--- src/rtl/postproc_pkg.sv ---
// postproc_pkg: shared definitions for the post-processing arbiter slice.
//   - state_e     : controller state encoding (IDLE=0, ISSUE=1, WAIT=2, DELIVER=3)
//   - DefLogWidth : default log-domain sample width
//   - DefCompWidth: default compressed sample width
//   - ch_width()  : channel-tag width for a given channel count (minimum 1 bit)
package postproc_pkg;

  localparam int unsigned StateWidth   = 2;
  localparam int unsigned DefLogWidth  = 16;
  localparam int unsigned DefCompWidth = DefLogWidth / 2;

  typedef enum logic [StateWidth-1:0] {
    StIdle    = 2'd0,
    StIssue   = 2'd1,
    StWait    = 2'd2,
    StDeliver = 2'd3
  } state_e;

  function automatic int unsigned ch_width(input int unsigned n);
    return (n > 1) ? $clog2(n) : 1;
  endfunction

endpackage

--- src/rtl/rr_pick.sv ---
// rr_pick: combinational round-robin priority picker.
// Searches req from index ptr upward, wrapping modulo N; first set bit wins.
// Ports:
//   req   in  N      request vector
//   ptr   in  IDX_W  highest-priority index for this search
//   grant out N      one-hot grant (all zero when nothing requests)
//   idx   out IDX_W  encoded index of the granted bit
//   any   out 1      at least one request present
module rr_pick
  import postproc_pkg::*;
#(
  parameter int unsigned N     = 4,
  parameter int unsigned IDX_W = ch_width(N)
) (
  input  logic [N-1:0]     req,
  input  logic [IDX_W-1:0] ptr,
  output logic [N-1:0]     grant,
  output logic [IDX_W-1:0] idx,
  output logic             any
);

  int unsigned c;

  always_comb begin
    grant = '0;
    idx   = '0;
    any   = 1'b0;
    c     = 0;
    for (int unsigned k = 0; k < N; k++) begin
      c = (32'(ptr) + k) % N;
      if (!any && req[c]) begin
        any      = 1'b1;
        grant[c] = 1'b1;
        idx      = IDX_W'(c);
      end
    end
  end

endmodule

--- src/rtl/postproc_arbiter.sv ---
// postproc_arbiter: shares one log-compression unit among N_CH channels.
// One sample in flight at a time: IDLE grants a channel round-robin, ISSUE
// hands the sample to the unit, WAIT collects the result (with a watchdog),
// DELIVER presents it downstream tagged with its channel.
// Ports:
//   clk, reset             clock, synchronous active-high reset
//   req_valid/req_data     per-channel samples (channel i at [i*LOG_WIDTH +: LOG_WIDTH])
//   req_ready              one-hot accept for the granted channel (IDLE only)
//   pp_in_valid/ready      unit input handshake, pp_log_in sample to unit
//   pp_out_valid/ready     unit output handshake, pp_comp_out result from unit
//   out_valid/ready        downstream handshake, out_data result, out_ch channel tag
//   timeout_pulse          one-cycle pulse when the watchdog aborts a sample
//   busy                   high whenever not IDLE
module postproc_arbiter
  import postproc_pkg::*;
#(
  parameter int unsigned N_CH       = 4,
  parameter int unsigned LOG_WIDTH  = DefLogWidth,
  parameter int unsigned COMP_WIDTH = LOG_WIDTH / 2,
  parameter int unsigned CH_W       = ch_width(N_CH),
  parameter int unsigned TIMEOUT    = 255
) (
  input  logic                      clk,
  input  logic                      reset,
  input  logic [N_CH-1:0]           req_valid,
  input  logic [N_CH*LOG_WIDTH-1:0] req_data,
  output logic [N_CH-1:0]           req_ready,
  output logic                      pp_in_valid,
  input  logic                      pp_in_ready,
  output logic [LOG_WIDTH-1:0]      pp_log_in,
  input  logic                      pp_out_valid,
  output logic                      pp_out_ready,
  input  logic [COMP_WIDTH-1:0]     pp_comp_out,
  output logic                      out_valid,
  input  logic                      out_ready,
  output logic [COMP_WIDTH-1:0]     out_data,
  output logic [CH_W-1:0]           out_ch,
  output logic                      timeout_pulse,
  output logic                      busy
);

  localparam int unsigned WdW = $clog2(TIMEOUT + 1);

  state_e                state_q, state_d;
  logic [CH_W-1:0]       rr_ptr_q, rr_ptr_d;
  logic [CH_W-1:0]       cur_ch_q, cur_ch_d;
  logic [WdW-1:0]        wd_q, wd_d;
  logic                  pp_in_valid_q, pp_in_valid_d;
  logic [LOG_WIDTH-1:0]  pp_log_in_q, pp_log_in_d;
  logic                  out_valid_q, out_valid_d;
  logic [COMP_WIDTH-1:0] out_data_q, out_data_d;
  logic [CH_W-1:0]       out_ch_q, out_ch_d;
  logic                  timeout_pulse_q, timeout_pulse_d;

  logic [N_CH-1:0]      grant;
  logic [CH_W-1:0]      grant_idx;
  logic                 grant_any;
  logic [LOG_WIDTH-1:0] sel_data;
  logic [CH_W-1:0]      next_ptr;

  rr_pick #(
    .N     (N_CH),
    .IDX_W (CH_W)
  ) u_rr_pick (
    .req   (req_valid),
    .ptr   (rr_ptr_q),
    .grant (grant),
    .idx   (grant_idx),
    .any   (grant_any)
  );

  // One-hot OR-mux of the granted channel's sample.
  always_comb begin
    sel_data = '0;
    for (int unsigned i = 0; i < N_CH; i++) begin
      if (grant[i]) sel_data = sel_data | req_data[i*LOG_WIDTH +: LOG_WIDTH];
    end
  end

  assign next_ptr = (cur_ch_q == CH_W'(N_CH - 1)) ? '0 : cur_ch_q + CH_W'(1);

  always_comb begin
    state_d         = state_q;
    rr_ptr_d        = rr_ptr_q;
    cur_ch_d        = cur_ch_q;
    wd_d            = wd_q;
    pp_in_valid_d   = pp_in_valid_q;
    pp_log_in_d     = pp_log_in_q;
    out_valid_d     = out_valid_q;
    out_data_d      = out_data_q;
    out_ch_d        = out_ch_q;
    timeout_pulse_d = 1'b0;
    unique case (state_q)
      StIdle: begin
        if (grant_any) begin
          pp_log_in_d   = sel_data;
          cur_ch_d      = grant_idx;
          pp_in_valid_d = 1'b1;
          state_d       = StIssue;
        end
      end
      StIssue: begin
        if (pp_in_ready) begin
          pp_in_valid_d = 1'b0;
          wd_d          = '0;
          state_d       = StWait;
        end
      end
      StWait: begin
        // A result arriving on the terminal watchdog cycle takes priority.
        if (pp_out_valid) begin
          out_data_d  = pp_comp_out;
          out_ch_d    = cur_ch_q;
          out_valid_d = 1'b1;
          state_d     = StDeliver;
        end else if (wd_q == WdW'(TIMEOUT - 1)) begin
          // This cycle's increment would reach TIMEOUT: abort the sample.
          timeout_pulse_d = 1'b1;
          rr_ptr_d        = next_ptr;
          state_d         = StIdle;
        end else begin
          wd_d = wd_q + WdW'(1);
        end
      end
      StDeliver: begin
        if (out_ready) begin
          out_valid_d = 1'b0;
          rr_ptr_d    = next_ptr;
          state_d     = StIdle;
        end
      end
      default: state_d = StIdle;
    endcase
  end

  always_ff @(posedge clk) begin
    if (reset) begin
      state_q         <= StIdle;
      rr_ptr_q        <= '0;
      cur_ch_q        <= '0;
      wd_q            <= '0;
      pp_in_valid_q   <= 1'b0;
      pp_log_in_q     <= '0;
      out_valid_q     <= 1'b0;
      out_data_q      <= '0;
      out_ch_q        <= '0;
      timeout_pulse_q <= 1'b0;
    end else begin
      state_q         <= state_d;
      rr_ptr_q        <= rr_ptr_d;
      cur_ch_q        <= cur_ch_d;
      wd_q            <= wd_d;
      pp_in_valid_q   <= pp_in_valid_d;
      pp_log_in_q     <= pp_log_in_d;
      out_valid_q     <= out_valid_d;
      out_data_q      <= out_data_d;
      out_ch_q        <= out_ch_d;
      timeout_pulse_q <= timeout_pulse_d;
    end
  end

  // Ready outputs are masked during reset so no upstream transfer is lost to it.
  assign req_ready     = (state_q == StIdle && !reset) ? grant : '0;
  assign pp_out_ready  = (state_q == StWait) && !reset;
  assign busy          = (state_q != StIdle);
  assign pp_in_valid   = pp_in_valid_q;
  assign pp_log_in     = pp_log_in_q;
  assign out_valid     = out_valid_q;
  assign out_data      = out_data_q;
  assign out_ch        = out_ch_q;
  assign timeout_pulse = timeout_pulse_q;

endmodule

--- config.mk ---
export PLATFORM = sky130hd
export DESIGN_NAME = postproc_arbiter
export DESIGN_NICKNAME = d
export VERILOG_FILES = /design/src/rtl/postproc_pkg.sv /design/src/rtl/rr_pick.sv /design/src/rtl/postproc_arbiter.sv
export SDC_FILE = /design/constraint.sdc
export NUM_CORES = 1
export LEC_CHECK = 0
export ABC_CLOCK_PERIOD_IN_PS = 6990
export CORE_AREA = 2 2 95 97
export CTS_BUF_LIST = sky130_fd_sc_hd__clkbuf_8
export DETAILED_ROUTE_END_ITERATION = 8
export DIE_AREA = 0 0 97 99
export PLACE_DENSITY = 0.62
export SLEW_MARGIN = 40
export SYNTH_ARGS = -nofsm -noshare
export SYNTH_HDL_FRONTEND = slang
export SYNTH_SLANG_ARGS = --single-unit
--- constraint.sdc ---
create_clock -name clk -period 6.99 [get_ports clk]
set_clock_uncertainty 0.1 [all_clocks]
set_input_delay 0.699 -clock clk [delete_from_list [all_inputs] [get_ports clk]]
set_output_delay 0.699 -clock clk [all_outputs]
set_load 0.1 [all_outputs]
==> run summary <==
=================================================================================
CTS-repair resized insts                                                        0
Number of instances in the synthesized netlist                                359
Longest Clk Path Bufs                                                           2
Die height                                                                  99 um
Critical path startpoint category                                        register
Drt pass-1 iters                                                                4
Time the final worst path needs with I/O delays and setup                 4.91 ns
Number of diodes added for antenna fixing                                       0
I/O pins                                                                      116
Post-CTS setup buffer count                                                     0
Peak clock frequency supported by timing                                  204 MHz
CTS buffer count                                                                5
Placeable Area                                                           8550 um2
Count of hold buffers inserted by post-cts repair                               0
Internal Power                                                             503 uW
Combinational group share of total power                                    38.7%
Source-to-sink clock delay at the later pin of the worst-skew pair        0.30 ns
Fraction of registers with async set/reset                                     0%
Post-DR vias/cell                                                            5.81
Proportion of layout cells with a drive suffix above 1                      14.3%
# nets final                                                                  549
Arrival @ worst endpoint                                                  4.11 ns
Max-Slew Margin vs Limit                                                    50.2%
Overflow left after global routing                                              0
Standby leakage power                                                     1.51 nW
Average footprint of a synthesized cell                                  8.12 um2
Count leader, synth                                                  sky130_fd_sc_hd__nor2_1
CTS Root Buffer Type                                                 sky130_fd_sc_hd__clkbuf_8
Post-route cell area                                                     4080 um2
Total power divided by cell area                                       204 nW/um2
Routed wire length                                                        9780 um
Tot GR Track Use                                                            20.2%
FF-to-FF setup slack                                                      3.16 ns
Data required time at the worst endpoint                                  6.19 ns
Most common library cells after synthesis                            sky130_fd_sc_hd__nor2_1 (59), sky130_fd_sc_hd__dfxtp_1 (43), sky130_fd_sc_hd__a22oi_1 (30)
Critical path class                                                    reg -> out
Worst Tran Pin Value                                                     0.747 ns
Initial antenna violation count                                                 0
Outcome                                                              complete, no violations
Pin count of the biggest net entering global routing                           44
Part of the total power dissipated in sequential elements                   33.0%
Element type at the critical path end                                primary output
Setup repair after global routing missed its margin                         false
Netlist area before placement                                            2920 um2
Average wire per cell in the routed design                                17.2 um
Number of enable flip-flop cells after synthesis                                0
Area share of the largest cell type after synthesis                         29.5%
Slew Viols, Final                                                               0
Die footprint                                                            9600 um2
Sequential fraction of the synthesis area                                   29.5%
Period utilisation layout                                                   70.2%
Clock H-tree levels                                                             2
Unique cell type count in the Yosys netlist                                    47
Initial core utilization                                                    34.1%
Peak supply drop                                                         0.103 mV
Switching power of the nets                                                330 uW
Yosys top cell by area                                               sky130_fd_sc_hd__dfxtp_1
Total of flip-flops plus latches after synthesis                               43
Area contributors post-synth                                         sky130_fd_sc_hd__dfxtp_1 (30%), sky130_fd_sc_hd__a22oi_1 (7.7%), sky130_fd_sc_hd__nor2_1 (7.6%), sky130_fd_sc_hd__a221oi_1 (5.7%), sky130_fd_sc_hd__a311oi_1 (4.5%)
Number of violations of the max-capacitance limit                               0
Vias after detailed routing                                                  3300
Final count of hold timing violations                                           0
Clock sink total                                                               43
Cell row count                                                                 34
Switching Share                                                             39.6%
Count of buffers inserted at the top-level ports                              115
Hold crit path type                                                    reg -> reg
Drc violations                                                                  0
Area Growth Syn to Fin                                                      39.8%
Main flop type after synthesis                                       sky130_fd_sc_hd__dfxtp_1
Warnings, synthesis                                                             0
Placer's final routability congestion estimate                              0.886
Clock share of power                                                        28.3%
Iteration-0 DRC Markers                                                       286
Chip Width                                                                  97 um
Top fanout value on the critical path                                          19
Post-detailed-placement cell area                                        3940 um2
Global-route wire length before repair                                   16000 um
Final ANT Viol Nets                                                             0
Clock tree from TritonCTS                                                   built
Setup tns final                                                              0 ns
Vias in the first global route                                               3352
DPL Wire Length                                                           6890 um
Register clock-pin slew on the reported worst setup and hold paths        0.09 ns
Total setup violations reported at the end of the flow                          0
Syn_nets                                                                      449
=================================================================================
[registers in the layout (all words and copies together), names as in the netlist]
| signal | cells |
|---|---|
| out_valid | 1 |
| state_q | 2 |
| pp_in_valid | 1 |
| out_data | 8 |
| timeout_pulse | 1 |
| out_ch | 2 |
| wd_q | 8 |
| pp_log_in | 16 |
| rr_ptr_q | 2 |
| cur_ch_q | 2 |
[power groups by stage]
stage	combinational [mW]	clock, mW	sequential [mW]
after floorplan	0.121	0	0.385
after global placement	0.335	0	0.281
after detailed placement	0.321	0	0.280
after CTS	0.322	0.239	0.275
after global routing	0.342	0.249	0.278
final	0.322	0.236	0.275
[critical path: stages (launching register included)]
cell                        delay [ns]
sky130_fd_sc_hd__dfxtp_1          0.80
sky130_fd_sc_hd__inv_1            0.24
sky130_fd_sc_hd__ha_1             0.59
sky130_fd_sc_hd__mux2_1           0.40
sky130_fd_sc_hd__o31a_1           0.28
sky130_fd_sc_hd__a2bb2oi_4        0.23
sky130_fd_sc_hd__o22ai_4          0.56
sky130_fd_sc_hd__nor3b_1          0.24
sky130_fd_sc_hd__buf_2            0.45
[layout make-up]
| type | count | area, um2 |
|---|---|---|
| fillers | 825 | 4470 |
| inverters | 6 | 22.5 |
| repair buffers | 121 | 1020 |
| multi-input cells | 282 | 1900 |
| flip-flops and latches | 43 | 861 |
| clock buffers | 5 | 68.8 |
| clock inverters | 3 | 63.8 |
| well taps | 108 | 135 |
[per-layer routing]
| layer | part of all wire (%) | GRT usage (%) |
|---|---|---|
| met3 | 7.4 | 3.83 |
| met1 | 41 | 24.8 |
| met4 | 3.4 | 10.3 |
| met5 | 0 | 0 |
| met2 | 48 | 33.8 |
[cell families (layout without fill, tap and decap cells)]
group | count (synthesis) | count (layout) | synth area share, %
DFF | 43 | 43 | 29.5
buffers and inverters | 34 | 135 | 5.62
AOI/OAI and AO/OA | 126 | 126 | 33.2
xor gates and xnor gates | 4 | 4 | 1.20
adders and majority gates | 9 | 9 | 3.86
muxes | 13 | 13 | 6.27
and+or+nand+nor | 130 | 130 | 20.3
[final timing paths]
check	start	to	depth (start not counted)
min reg2reg	out_data[3]	out_data[3]	2
max	rr_ptr_q[0]	req_ready[1]	8
max reg2reg	rr_ptr_q[0]	pp_log_in[2]	8
min	out_data[3]	out_data[3]	2
[placed cells by master, fill, tap and decap left out, types with 14 or more instances in the layout]
| cell type | count |
|---|---|
| sky130_fd_sc_hd__a211oi_1 | 15 |
| sky130_fd_sc_hd__a221oi_1 | 19 |
| sky130_fd_sc_hd__nand2_1 | 22 |
| sky130_fd_sc_hd__clkdlybuf4s50_1 | 80 |
| sky130_fd_sc_hd__nor2_1 | 59 |
| sky130_fd_sc_hd__a22oi_1 | 30 |
| sky130_fd_sc_hd__a21oi_1 | 24 |
| sky130_fd_sc_hd__buf_2 | 35 |
| sky130_fd_sc_hd__dfxtp_1 | 43 |
| sky130_fd_sc_hd__nand3_1 | 14 |
| sky130_fd_sc_hd__a311oi_1 | 15 |
[stage by stage]
stage	cells	power (mW)	hold WS, ns	util, %	setup WS, ns
CTS	568	0.837	0.356	47.6	2.11
global placement	560	0.617	0.342	48.0	1.79
detailed placement	560	0.602	0.343	46.1	2.47
finish	568	0.833	0.353	47.7	2.08
floorplan	359	0.506	0.357	-	1.57
global route	568	0.869	0.370	47.7	1.78
Note: power is estimated with default switching activity, not from simulation.
